## config.mk

```make
export PLATFORM = sky130hd
export DESIGN_NAME = alu_wide_seq
export DESIGN_NICKNAME = d
export VERILOG_FILES = /design/src/rtl/alu_seq_pkg.sv /design/src/rtl/alu_wide_seq.sv
export SDC_FILE = /design/constraint.sdc
export NUM_CORES = 1
export LEC_CHECK = 0
export ABC_AREA = 1
export CORE_MARGIN = 1
export CORE_UTILIZATION = 45
export CTS_BUF_LIST = sky130_fd_sc_hd__clkbuf_16
export DETAILED_ROUTE_END_ITERATION = 8
export GPL_TIMING_DRIVEN = 0
export PLACE_DENSITY = 0.8
export SYNTH_ARGS = -nofsm -noshare
export SYNTH_HDL_FRONTEND = slang
export SYNTH_SLANG_ARGS = --single-unit
```

## constraint.sdc

```tcl
create_clock -name clk -period 3.05 [get_ports clk]
set_clock_uncertainty 0.15 [all_clocks]
set_input_delay 0.61 -clock clk [delete_from_list [all_inputs] [get_ports clk]]
set_output_delay 0.61 -clock clk [all_outputs]
set_load 0.01 [all_outputs]
```

## src/rtl/alu_seq_pkg.sv

```systemverilog
// Shared types and constants for the wide-op ALU sequencer.
package alu_seq_pkg;

    // Sequencer states: compare-mode bracket around the two byte steps.
    typedef enum logic [2:0] {
        ST_IDLE     = 3'd0,
        ST_MODE_ON  = 3'd1,
        ST_LO       = 3'd2,
        ST_HI       = 3'd3,
        ST_MODE_OFF = 3'd4,
        ST_RESP     = 3'd5
    } state_t;

    // Wide operations, encoded as on the w_op port.
    typedef enum logic [1:0] {
        OP_ADD = 2'd0,
        OP_SUB = 2'd1,
        OP_AND = 2'd2,
        OP_CMP = 2'd3
    } op_t;

    // ALU compare-mode control instructions.
    localparam logic [7:0] CLR_CMP = 8'h40;
    localparam logic [7:0] CMP_OFF = 8'h41;
    localparam logic [7:0] CMP_ON  = 8'h42;

    // ALU instruction used for each byte step of a wide op; CMP is a SUB
    // whose result is discarded.
    function automatic logic [7:0] op_cins(input op_t op,
                                           input logic [7:0] cins_add,
                                           input logic [7:0] cins_sub,
                                           input logic [7:0] cins_and);
        case (op)
            OP_ADD:  return cins_add;
            OP_AND:  return cins_and;
            default: return cins_sub;
        endcase
    endfunction

endpackage

```

## src/rtl/alu_wide_seq.sv

```systemverilog
// Arbiter/sequencer in front of the 8-bit ALU. Direct byte ops pass straight
// through while idle; 16-bit wide ops run as low byte then high byte with the
// carry chained through the ALU compare-mode carry input.
module alu_wide_seq
    import alu_seq_pkg::*;
#(
    parameter logic [7:0] CINS_ADD = 8'h01,
    parameter logic [7:0] CINS_SUB = 8'h09,
    parameter logic [7:0] CINS_AND = 8'h11
) (
    input  logic        clk,
    input  logic        rst,
    // direct byte-op path
    input  logic        d_valid,
    input  logic [7:0]  d_a,
    input  logic [7:0]  d_b,
    input  logic [7:0]  d_cins,
    input  logic        d_oe,
    input  logic        d_carry,
    output logic        d_stall,
    // wide request / response
    input  logic        w_valid,
    output logic        w_ready,
    input  logic [1:0]  w_op,
    input  logic [15:0] w_a,
    input  logic [15:0] w_b,
    output logic        r_valid,
    output logic [15:0] r_data,
    output logic        r_carry,
    output logic        r_over,
    output logic        r_zero,
    // ALU ports
    output logic [7:0]  alu_a,
    output logic [7:0]  alu_b,
    output logic [7:0]  alu_cins,
    output logic        alu_oe,
    output logic        alu_carryin,
    input  logic [7:0]  alu_out,
    input  logic        alu_carryout,
    input  logic        alu_overout
);

    state_t      state_reg;
    op_t         op_reg;
    logic [15:0] a_reg;
    logic [15:0] b_reg;
    logic [7:0]  res_lo_reg;
    logic        c_lo_reg;
    logic [7:0]  res_hi_reg;
    logic        c_hi_reg;
    logic        o_hi_reg;
    logic        cmp_sh_reg;

    logic        r_valid_reg;
    logic [15:0] r_data_reg;
    logic        r_carry_reg;
    logic        r_over_reg;
    logic        r_zero_reg;

    logic [7:0]  seq_cins;
    logic        sub_like;
    logic        accept;
    logic        resp_load;
    logic [7:0]  hi_byte;
    logic        hi_carry;
    logic        hi_over;
    logic [15:0] wide_res;

    assign seq_cins = op_cins(op_reg, CINS_ADD, CINS_SUB, CINS_AND);
    assign sub_like = (op_reg == OP_SUB) || (op_reg == OP_CMP);

    // Direct path always wins the idle cycle; anything else stalls it.
    assign w_ready = (state_reg == ST_IDLE) && !d_valid;
    assign d_stall = d_valid && (state_reg != ST_IDLE);
    assign accept  = w_valid && w_ready;

    // With the mode already on there is no MODE_OFF step, so the response is
    // built straight from the live high-byte ALU result in HI.
    assign resp_load = ((state_reg == ST_HI) && cmp_sh_reg) || (state_reg == ST_MODE_OFF);
    assign hi_byte   = (state_reg == ST_HI) ? alu_out      : res_hi_reg;
    assign hi_carry  = (state_reg == ST_HI) ? alu_carryout : c_hi_reg;
    assign hi_over   = (state_reg == ST_HI) ? alu_overout  : o_hi_reg;
    assign wide_res  = {hi_byte, res_lo_reg};

    assign r_valid = r_valid_reg;
    assign r_data  = r_data_reg;
    assign r_carry = r_carry_reg;
    assign r_over  = r_over_reg;
    assign r_zero  = r_zero_reg;

    // ALU port mux: passthrough when idle, sequencer drive otherwise.
    always_comb begin
        alu_a       = 8'h00;
        alu_b       = 8'h00;
        alu_cins    = 8'h00;
        alu_oe      = 1'b0;
        alu_carryin = 1'b0;
        case (state_reg)
            ST_IDLE: begin
                if (d_valid) begin
                    alu_a       = d_a;
                    alu_b       = d_b;
                    alu_cins    = d_cins;
                    alu_oe      = d_oe;
                    alu_carryin = d_carry;
                end
            end
            ST_MODE_ON: begin
                alu_cins = CMP_ON;
            end
            ST_LO: begin
                alu_a       = a_reg[7:0];
                alu_b       = b_reg[7:0];
                alu_cins    = seq_cins;
                alu_oe      = 1'b1;
                alu_carryin = sub_like;
            end
            ST_HI: begin
                alu_a       = a_reg[15:8];
                alu_b       = b_reg[15:8];
                alu_cins    = seq_cins;
                alu_oe      = 1'b1;
                alu_carryin = (op_reg != OP_AND) && c_lo_reg;
            end
            ST_MODE_OFF: begin
                alu_cins = CMP_OFF;
            end
            default: begin
            end
        endcase
    end

    // Sequencer FSM, compare-mode shadow and registered response.
    always_ff @(posedge clk or posedge rst) begin
        if (rst) begin
            state_reg   <= ST_IDLE;
            op_reg      <= OP_ADD;
            a_reg       <= 16'h0000;
            b_reg       <= 16'h0000;
            res_lo_reg  <= 8'h00;
            c_lo_reg    <= 1'b0;
            res_hi_reg  <= 8'h00;
            c_hi_reg    <= 1'b0;
            o_hi_reg    <= 1'b0;
            cmp_sh_reg  <= 1'b0;
            r_valid_reg <= 1'b0;
            r_data_reg  <= 16'h0000;
            r_carry_reg <= 1'b0;
            r_over_reg  <= 1'b0;
            r_zero_reg  <= 1'b0;
        end else begin
            r_valid_reg <= 1'b0;
            case (state_reg)
                ST_IDLE: begin
                    if (d_valid) begin
                        // Track the compare mode the CPU leaves the ALU in.
                        if (d_cins == CMP_ON) begin
                            cmp_sh_reg <= 1'b1;
                        end else if (d_cins == CMP_OFF) begin
                            cmp_sh_reg <= 1'b0;
                        end
                    end else if (accept) begin
                        op_reg    <= op_t'(w_op);
                        a_reg     <= w_a;
                        b_reg     <= w_b;
                        state_reg <= cmp_sh_reg ? ST_LO : ST_MODE_ON;
                    end
                end
                ST_MODE_ON: begin
                    state_reg <= ST_LO;
                end
                ST_LO: begin
                    res_lo_reg <= alu_out;
                    c_lo_reg   <= alu_carryout;
                    state_reg  <= ST_HI;
                end
                ST_HI: begin
                    res_hi_reg <= alu_out;
                    c_hi_reg   <= alu_carryout;
                    o_hi_reg   <= alu_overout;
                    state_reg  <= cmp_sh_reg ? ST_RESP : ST_MODE_OFF;
                end
                ST_MODE_OFF: begin
                    state_reg <= ST_RESP;
                end
                ST_RESP: begin
                    state_reg <= ST_IDLE;
                end
                default: begin
                    state_reg <= ST_IDLE;
                end
            endcase

            if (resp_load) begin
                r_valid_reg <= 1'b1;
                r_data_reg  <= (op_reg == OP_CMP) ? 16'h0000 : wide_res;
                r_zero_reg  <= (wide_res == 16'h0000);
                r_carry_reg <= hi_carry;
                r_over_reg  <= hi_over;
            end
        end
    end

endmodule

```

## Word level (Yosys, flattened, before mapping)

Index checks and enable logic that the tools add are counted.

| storage, ports and cells | value |
|---|---|
| input port bits | 74 |
| word-level logic and storage cells | 68 |
| register bits after elaboration | 77 |
| output and inout port bits | 48 |

| operators by class | value |
|---|---|
| eq/ne operators | 12 |
| muxes and demuxes | 23 |
| bitwise gates (word level) | 1 |
| reductions and logical operators | 17 |

Operators by type and width:

| cell | count |
|---|---|
| $pmux W8 S3 | 2 |
| $mux W8 | 4 |
| $pmux W8 S4 | 1 |
| $eq A8 B7 Y1 const B | 2 |
| $logic_not A16 Y1 | 1 |
| $mux W16 | 1 |
| $pmux W3 S5 | 1 |
| $pmux W5 S2 | 1 |
| $mux W1 | 8 |
| $eq A3 B2 Y1 const B | 2 |
| $mux W3 | 2 |
| $ne A2 B2 Y1 const B | 3 |
| $reduce_and A3 Y1 | 2 |
| $logic_and A1 B1 Y1 | 5 |
| $eq A2 B2 Y1 const B | 2 |
| $eq A3 B1 Y1 const B | 1 |
| $eq A3 B3 Y1 const B | 1 |
| $logic_not A3 Y1 | 1 |
| $pmux W1 S3 | 1 |
| $reduce_bool A3 Y1 | 1 |
| $eq A2 B1 Y1 const B | 1 |
| $logic_not A2 Y1 | 1 |
| $logic_or A1 B1 Y1 | 2 |
| $mux W2 | 1 |
| 6 further kinds | 6 |

## Depth between registers and ports, before layout

Gate-level depths: netlist of run 1.

| depth | value |
|---|---|
| depth in word-level cells | 6 |
| mapped depth | 9 |
| depth with buffers taken out | 8 |

## Worst setup path after synthesis of run 1

OpenSTA, ideal clock, no wires.

| timing | value |
|---|---|
| kind | register -> output |
| start point | reg state_reg[2] |
| end point | out alu_cins[1] |
| cell stages (with the launch flop) | 6 |
| slack | 1014 ps |
| buffers on the path | 0 |
| required time | 2290 ps |
| data arrival time | 1276 ps |
| path through | dfrtp_1 -> nor2_4 -> nand2_2 -> nor2_1 -> inv_1 -> o21ai_0 |

| between the ends | value |
|---|---|
| longest elaborated chain between the ends | 3 |
| elaborated cells on any way between the ends | 7 |
| classes of those cells | 4 x eq/ne; 1 x mux; 2 x reduce/logical |

Ends and longest elaborated chain:

| item | RTL line | source |
|---|---|---|
| start: declaration | alu_wide_seq.sv:43 | `state_t state_reg;` |
| start signal: assignment | alu_wide_seq.sv:166 | `state_reg <= cmp_sh_reg ? ST_LO : ST_MODE_ON;` |
| start signal: assignment | alu_wide_seq.sv:181 | `state_reg <= cmp_sh_reg ? ST_RESP : ST_MODE_OFF;` |
| $eq A3 B2 Y1 | alu_wide_seq.sv:98 | `case (state_reg)` |
| $reduce_or A2 Y1 (no line) | -- |  |
| $pmux W8 S4 (*) | alu_wide_seq.sv:98 |  |
| end: declaration | alu_wide_seq.sv:35 | `output logic [7:0] alu_cins,` |

Mark *: on every way between the ends. The rest lies on a longest branch, timed or not.

## Worst setup path in the final report of run 1

| timing | value |
|---|---|
| start point | reg state_reg[1] |
| end point | out alu_b[3] |

| between the ends | value |
|---|---|
| longest elaborated chain between the ends | 2 |
| elaborated cells on any way between the ends | 4 |
| classes of those cells | 2 x eq/ne; 1 x mux; 1 x reduce/logical |

Ends and longest elaborated chain:

| item | RTL line | source |
|---|---|---|
| $eq A3 B2 Y1 or $logic_not A3 Y1 (tied branches) | alu_wide_seq.sv:98 |  |
| $pmux W8 S3 (*) | alu_wide_seq.sv:98 |  |
| end: declaration | alu_wide_seq.sv:34 | `output logic [7:0] alu_b,` |

Marked as above.

==> results.cfg, run 1 <==
[outcome]
status = finished clean

[timing]
relSlewSlack = 0.693
fmax_mhz = 346
grt_setup_unrepaired = false
worst_slew_pin_slew_ps = 461
final_hold_viol_count = 0
fin_crit_sh = 0.948
min_period_ps = 2890
maxSlewViolCount = 0
setup-violations-final = 0

[synthesis]
ys_warn_count = 0
synth_top_area_frac = 0.544
postSynthCellCount = 453
synth_seq_area_share = 0.544
yosys-top-cells-area = dfrtp_1 (54%), nand2_1 (22%), nand3_1 (6.2%)
synth-seq-cells = 77
synth.distinct_cells = 21
avgSynthCellArea_um2 = 7.82
synth_nets = 527
yosysTopAreaCell = dfrtp_1
synth.cell_area_um2 = 3540

[final_layout]
final_cell_mix = nand2_1 (203), clkdlybuf4s50_1 (117), dfrtp_1 (77)
area_delta_synth_final_pct = 49.9
layout_commonest_cell = nand2_1
final_layout_size_suffix_gt1_frac = 0.0867
diodes = 0
finalInstanceArea_um2 = 5310
finalNetCount = 669

[critical_path]
cpPeakStageDelay_ps = 550
path_cells = buf_4 -> nand2_2 -> nor2_4 -> buf_6 -> nand2_1 -> nand3_1 -> clkdlybuf4s50_1
timing_worst_setup_path_type = flop to primary output
crit_required_ps = 2290
r2r_start = state_reg[1]
cp-start-kind = flop
worst_path_max_delay_cell = clkdlybuf4s50_1
rrSetupSlack_ps = 1320
cp_max_fo = 10
cp.arrival_ps = 2130
endpoint_kind = primary output
reg2regPathDepth = 8
reg2reg_to = r_data[4]

[cts]
worst_skew_pair.late_latency_ps = 330
cts_buffers = 9
ctsHoldBuffers = 0
cts.sink_count = 77
clockBufferDepth = 2
cts_max_level = 3
clk_pin_slew_worst_paths_ps = 60
tritoncts = done
cts.root.buffer_cell = clkbuf_16

[global_route]
grt_pass1_wl_um = 16200
grt_use_total = 0.249
antenna_found_initial = 0
grt_pass1_vias = 3433
grt_max_degree = 52
grt-ovfl-total = 0

[power]
p_per_area_nw_per_um2 = 962
leakagePower_nw = 2.65
peakVddDrop_mv = 0.490
p_total_w = 0.00511

[route]
wl_per_cell_um = 13.8
vias = 3473
wl_um = 9630
ant_nets = 0
drt_iter0_markers = 177
viasPerCell = 4.97
first_pass_iters = 5
drc_errors = 0

[worst_hold_path]
whs_path_depth = 2
worstHoldStart = r_data[3]
worst_hold_path_type = flop to flop
holdPathEnd = r_data[3]

[place]
dp_hpwl_um = 6980
place.gp.congestion = 0.890
dpl_cell_area_um2 = 4910
portBuffers = 121

[floorplan]
dieArea_um2 = 8230
num_rows = 31
start_util = 0.476
die_x_um = 90.7
io_pins = 122
core_um2 = 7450
die_h_um = 90.7

[job]
maxCapViolations = 0
-- logic make-up after synthesis --
family	synth area share
compound gates	0.0593
simple gates	0.319
flops	0.544
buf+inv	0.0780
-- worst max-delay path: cells and delay by family, from the launching register on --
| family | cells | cell delay [ps] |
|---|---|---|
| buffers and inverters | 3 | 930 |
| flip-flops | 1 | 370 |
| AND/OR/NAND/NOR | 4 | 480 |
-- synthesized netlist by cell type --
library cell	count
nand2_1	203
dfrtp_1	77
nand3_1	44
inv_1	42
o21ai_0	21
nor2_1	17
buf_2	8
buf_4	7
o211ai_1	6
clkbuf_1	5
o21ai_1	5
nand2_2	4
nor2_4	3
inv_2	2
nand4_1	2
o22ai_1	2
a22oi_1	1
a31oi_1	1
a32oi_1	1
nand3b_1	1
nor3_1	1
-- metrics by stage --
step           setup TNS, ps  std cells  setup WS (ps)   util  hold slack, ps
3_3_place_gp          -68720        673           -878  0.655             311
5_1_grt                    0        699           29.4  0.713             345
6_report                   0        699            159  0.713             325
2_1_floorplan              0        453            323      -             295
4_1_cts                    0        691           7.10  0.704             332
3_5_place_dp           -1540        674           -127  0.659             316
-- metal layers --
layer,vias to the layer above,wire length (µm),global-route usage,part of all wire
li1,1692,-,-,-
met1,1618,4070,0.318,0.42
met2,153,4730,0.415,0.49
met3,10,703,0.0505,0.073
met4,0,121,0.0941,0.013
met5,-,0,0,0
-- report_power, final --
| part | switching (W) | total, W | leakage [nW] | internal (W) |
|---|---|---|---|---|
| clock | 0.000405 | 0.00112 | 0.158 | 0.000713 |
| sequential | 0.000276 | 0.00179 | 0.954 | 0.00152 |
| combinational | 0.00116 | 0.00220 | 1.54 | 0.00104 |
-- area by class of cell --
type	count	area, µm²
timing repair buffer	131	1300
tap	99	124
inverter	44	168
multi-input combinational	312	1350
sequential	77	1930
clock inverter	7	92.6
fill	579	2140
clock buffer	9	225
buffer	20	129
-- repair_timing --
| item | in CTS | in global routing |
|---|---|---|
| setup buffers | 0 | 8 |
| pin swaps | 0 | 2 |
| cloned | 1 | 0 |
| endpoints found under the setup margin | 19 | 19 |
| resized for setup | 11 | 5 |
-- how the worst max path moves through the flow --
stage,startpoint,to,cells after the start
after floorplan,rst,a_reg[0],1
after global placement,rst,a_reg[14],2
after detailed placement,d_valid,alu_b[7],7
after CTS,state_reg[2],alu_a[1],5
after global routing,state_reg[2],alu_cins[3],7
final,state_reg[1],alu_b[3],7
No activity file was read; power rests on OpenSTA's default activity.
==> run 2: changes to the inputs <==
--- a/config.mk
+++ b/config.mk
@@ -6,6 +6,7 @@
 export NUM_CORES = 1
 export LEC_CHECK = 0
 export ABC_AREA = 1
+export CAP_MARGIN = 40
 export CORE_MARGIN = 1
 export CORE_UTILIZATION = 45
 export CTS_BUF_LIST = sky130_fd_sc_hd__clkbuf_16
==> run 2 against run 1 <==
Compared with the run above: final cell count stayed put; critical path type unchanged; core utilization stayed put; highest routed layer unchanged; critical path depth stayed put; wire length stayed put; combinational power hardly changed.
==> results.cfg, run 2 (same netlist as run 1, synthesis figures left out) <==
[worst_hold_path]
worstHoldStart = r_data[3]
worst_hold_path_type = flop to flop

[timing]
fin_crit_sh = 0.948
grt_setup_unrepaired = false
whs_ps = 325
maxSlewViolCount = 0
min_period_ps = 2890
final_hold_viol_count = 0
setup-violations-final = 0
relSlewSlack = 0.693
fin_setup_tns_ps = 0
worst_slew_pin_slew_ps = 461
fmax_mhz = 346

[global_route]
antenna_found_initial = 0
grt_use_total = 0.249
grt_pass1_wl_um = 16200
grt_max_degree = 52
grt-ovfl-total = 0
grt_pass1_vias = 3433

[cts]
cts.sink_count = 77
cts_max_level = 3
ctsHoldBuffers = 0
clk_pin_slew_worst_paths_ps = 60
worst_skew_pair.late_latency_ps = 330
cts_buffers = 9
clockBufferDepth = 2
cts.root.buffer_cell = clkbuf_16
tritoncts = done

[critical_path]
cp-start-kind = flop
cp_max_fo = 10
timing_worst_setup_path_type = flop to primary output
startpoint = state_reg[1]
crit_required_ps = 2290
r2r_start = state_reg[1]
cp.arrival_ps = 2130
endpoint_kind = primary output

[floorplan]
core_um2 = 7450
die_x_um = 90.7
io_pins = 122
start_util = 0.476
num_rows = 31
die_h_um = 90.7
dieArea_um2 = 8230

[final_layout]
final_cell_mix = nand2_1 (203), clkdlybuf4s50_1 (117), dfrtp_1 (77)
finalNetCount = 669
fin_cells = 699
nFillCells = 579
layout_commonest_cell = nand2_1
final_layout_size_suffix_gt1_frac = 0.0867
diodes = 0
area_delta_synth_final_pct = 49.9

[route]
drc_errors = 0
first_pass_iters = 5
wl_per_cell_um = 13.8
drt_iter0_markers = 177
viasPerCell = 4.97
wl_um = 9630
ant_nets = 0
vias = 3473

[outcome]
status = finished clean

[place]
place.gp.congestion = 0.890
dp_hpwl_um = 6980
portBuffers = 121
dp_cells = 674

[power]
p_total_w = 0.00511
p_per_area_nw_per_um2 = 962
leakagePower_nw = 2.65
peakVddDrop_mv = 0.490

[job]
maxCapViolations = 0
[run 2: cell counts in the layout (fill, tap and decap cells not counted)]
Identical to the previous run, type by type.
[run 2: cell type report]
class,instances,area [µm²],share of cell area
multi-input cells,312,1350,0.254
clock inverters,7,92.6,0.0174
repair buffers,131,1300,0.245
plain buffers,20,129,0.0243
clock buffers,9,225,0.0424
flip-flops and latches,77,1930,0.363
inverters,44,168,0.0316
well taps,99,124,0.0233
[run 2: critical path, stage by stage (launching register included)]
cell and delay [ps]:
dfrtp_1 370, buf_4 190, nand2_2 80, nor2_4 240, buf_6 190, nand2_1 60, nand3_1 100, clkdlybuf4s50_1 550
[run 2: repair_timing]
action / CTS / global route
endpoints found under the setup margin: 19 / 19
gates cloned: 1 / 0
buffers inserted: 0 / 8
pin swaps: 0 / 2
endpoints found under the hold margin: 0 / 0
resized for setup: 11 / 5
[run 2: final timing paths]
path	cells after the start	slack, ps	endpoint
max	7	160	alu_b[3]
min	2	330	r_data[3]
max reg2reg	8	1320	r_data[4]
min reg2reg	2	330	r_data[3]
max in group asynchronous	3	1710	cmp_sh_reg
min in group asynchronous	2	470	b_reg[6]
[run 2: metal layers]
layer | routed length (µm) | global-route usage
met5 | 0 | 0
met4 | 121 | 0.0941
met3 | 703 | 0.0505
met2 | 4730 | 0.415
met1 | 4070 | 0.318
[run 2: where the power goes]
part	switching, W	internal, W	leakage [nW]	total [W]
Clock	0.000405	0.000713	0.158	0.00112
Combinational	0.00116	0.00104	1.54	0.00220
Sequential	0.000276	0.00152	0.954	0.00179
[run 2: stage by stage]
| stage | util | instance area [µm²] | setup slack, ps |
|---|---|---|---|
| 3_5_place_dp | 0.659 | 4910 | -127 |
| 2_1_floorplan | - | 3540 | 323 |
| 6_report | 0.713 | 5310 | 159 |
| 4_1_cts | 0.704 | 5250 | 7.10 |
| 5_1_grt | 0.713 | 5310 | 29.4 |
| 3_3_place_gp | 0.655 | 4880 | -878 |
==> run 3: changes to the inputs <==
--- a/config.mk
+++ b/config.mk
@@ -13,6 +13,7 @@
 export DETAILED_ROUTE_END_ITERATION = 8
 export GPL_TIMING_DRIVEN = 0
 export PLACE_DENSITY = 0.8
+export SKIP_CTS_REPAIR_TIMING = 1
 export SYNTH_ARGS = -nofsm -noshare
 export SYNTH_HDL_FRONTEND = slang
 export SYNTH_SLANG_ARGS = --single-unit
==> run 3 against run 2 <==
Compared with the run above: die area did not move; critical endpoint unchanged; final cell count fell by 0.29%; count of clock-buffer cells in the layout did not move; core utilization rose by 0.067 points; critical path type unchanged.
==> results.cfg, run 3 (same netlist as run 1, synthesis figures left out) <==
[power]
switching_share = 0.360
leakagePower_nw = 2.71
intPower_w = 0.00327
power_frac_seq = 0.352
p_sw_w = 0.00184
peakVddDrop_mv = 0.496
p_comb_frac = 0.428
power.share.clock = 0.220
p_per_area_nw_per_um2 = 959

[route]
vias = 3481
wl_per_cell_um = 13.8
wl_um = 9640
drt_iter0_markers = 150
ant_nets = 0
drc_errors = 0
first_pass_iters = 5
viasPerCell = 4.99

[final_layout]
layout.area.seq_um2 = 1930
multi_input_area_um2 = 1340
fin_cells = 697
finalNetCount = 667
diodes = 0
finalInstanceArea_um2 = 5320
nFillCells = 578
layout_commonest_cell = nand2_1
final_cell_mix = nand2_1 (203), clkdlybuf4s50_1 (115), dfrtp_1 (77)
area_delta_synth_final_pct = 50.0
final_layout_size_suffix_gt1_frac = 0.0836

[outcome]
status = finished clean

[place]
dpl_cell_area_um2 = 4910
place.gp.congestion = 0.890
pre_cts_ws_ps = -127
portBuffers = 121
dp_hpwl_um = 6980
dp_cells = 674

[global_route]
antenna_found_initial = 0
grt_pass1_wl_um = 16100
grt_pass1_vias = 3419
grt_use_total = 0.247
grt_max_degree = 52
grt-ovfl-total = 0

[cts]
worst_skew_pair.late_latency_ps = 330
cts_buffers = 9
cts.sink_count = 77
cts.root.buffer_cell = clkbuf_16
tritoncts = done
clk_pin_slew_worst_paths_ps = 60
clockBufferDepth = 2
cts_max_level = 3

[timing]
setup-violations-final = 0
relSlewSlack = 0.700
fmax_mhz = 343
maxSlewViolCount = 0
fin_crit_sh = 0.955
final_hold_viol_count = 0
worst_slack_ps = 137
min_period_ps = 2910
grt_setup_unrepaired = false
worst_slew_pin_slew_ps = 450

[worst_hold_path]
worstHoldStart = r_data[3]
whs_path_depth = 2
holdPathEnd = r_data[3]
worst_hold_path_type = flop to flop

[critical_path]
r2r_start = state_reg[1]
reg2regPathDepth = 10
path_cells = nor2_4 -> nand2_2 -> nor2_2 -> buf_4 -> nand2_1 -> nand3_1 -> clkdlybuf4s50_1
cp-start-kind = flop
timing_worst_setup_path_type = flop to primary output
crit_required_ps = 2290
cpPeakStageDelay_ps = 550
rrSetupSlack_ps = 1320
cp.arrival_ps = 2150
reg2reg_to = r_zero
endpoint_kind = primary output
cp_max_fo = 10
worst_path_max_delay_cell = clkdlybuf4s50_1

[job]
maxCapViolations = 0

[floorplan]
start_util = 0.476
dieArea_um2 = 8230
die_h_um = 90.7
core_um2 = 7450
io_pins = 122
die_x_um = 90.7
num_rows = 31
run 3: changes by cell type in the layout (fill, tap and decap cells not counted):
cell	change
buf_2	-1
clkbuf_2	-1
dlymetal6s2s_1	+6
nor2_2	+1
nor2_4	-1
clkdlybuf4s50_1	-2
dlygate4sd2_1	-4
run 3: cell type report:
type                    instances  area share
multi-input cells             312       0.253
plain buffers                  19      0.0233
clock buffers                   9      0.0424
inverters                      44      0.0315
well taps                      99      0.0233
clock inverters                 7      0.0174
repair buffers                130       0.247
flip-flops and latches         77       0.362
run 3: per-stage QoR:
step	setup TNS (ps)	hold WS [ps]	util	total power, W
final	0	325	0.714	0.00510
after CTS	-1790	332	0.702	0.00505
after global placement	-68720	311	0.655	0.00384
after detailed placement	-1540	316	0.659	0.00391
after floorplan	0	295	-	0.00291
after global routing	0	345	0.714	0.00544
run 3: routing by layer:
layer	up-vias	global-route usage	routed length, µm
li1	1689	-	-
met4	0	0.0901	110
met5	-	0	0
met3	9	0.0497	678
met1	1627	0.316	4100
met2	156	0.413	4750
run 3: how the worst max path moves through the flow:
| stage | slack [ps] | startpoint | end |
|---|---|---|---|
| after detailed placement | -130 | d_valid | alu_b[7] |
| final | 140 | state_reg[0] | alu_b[3] |
| after global placement | -880 | rst | a_reg[14] |
| after CTS | -140 | d_valid | alu_b[7] |
| after floorplan | 320 | rst | a_reg[0] |
| after global routing | 30 | state_reg[2] | alu_cins[3] |
run 3: worst max-delay path, delay by kind of cell (launching register included):
| kind | cells | cell delay, ps |
|---|---|---|
| flops | 1 | 460 |
| buf+inv | 2 | 770 |
| simple gates | 5 | 600 |
run 3: power by group through the flow:
stage               registers (W)  logic [W]  clock network [W]
finish                    0.00180    0.00218            0.00112
detailed placement        0.00181    0.00210                  0
CTS                       0.00179    0.00212            0.00113
global route              0.00186    0.00241            0.00117
floorplan                 0.00180    0.00111                  0
global placement          0.00178    0.00205                  0
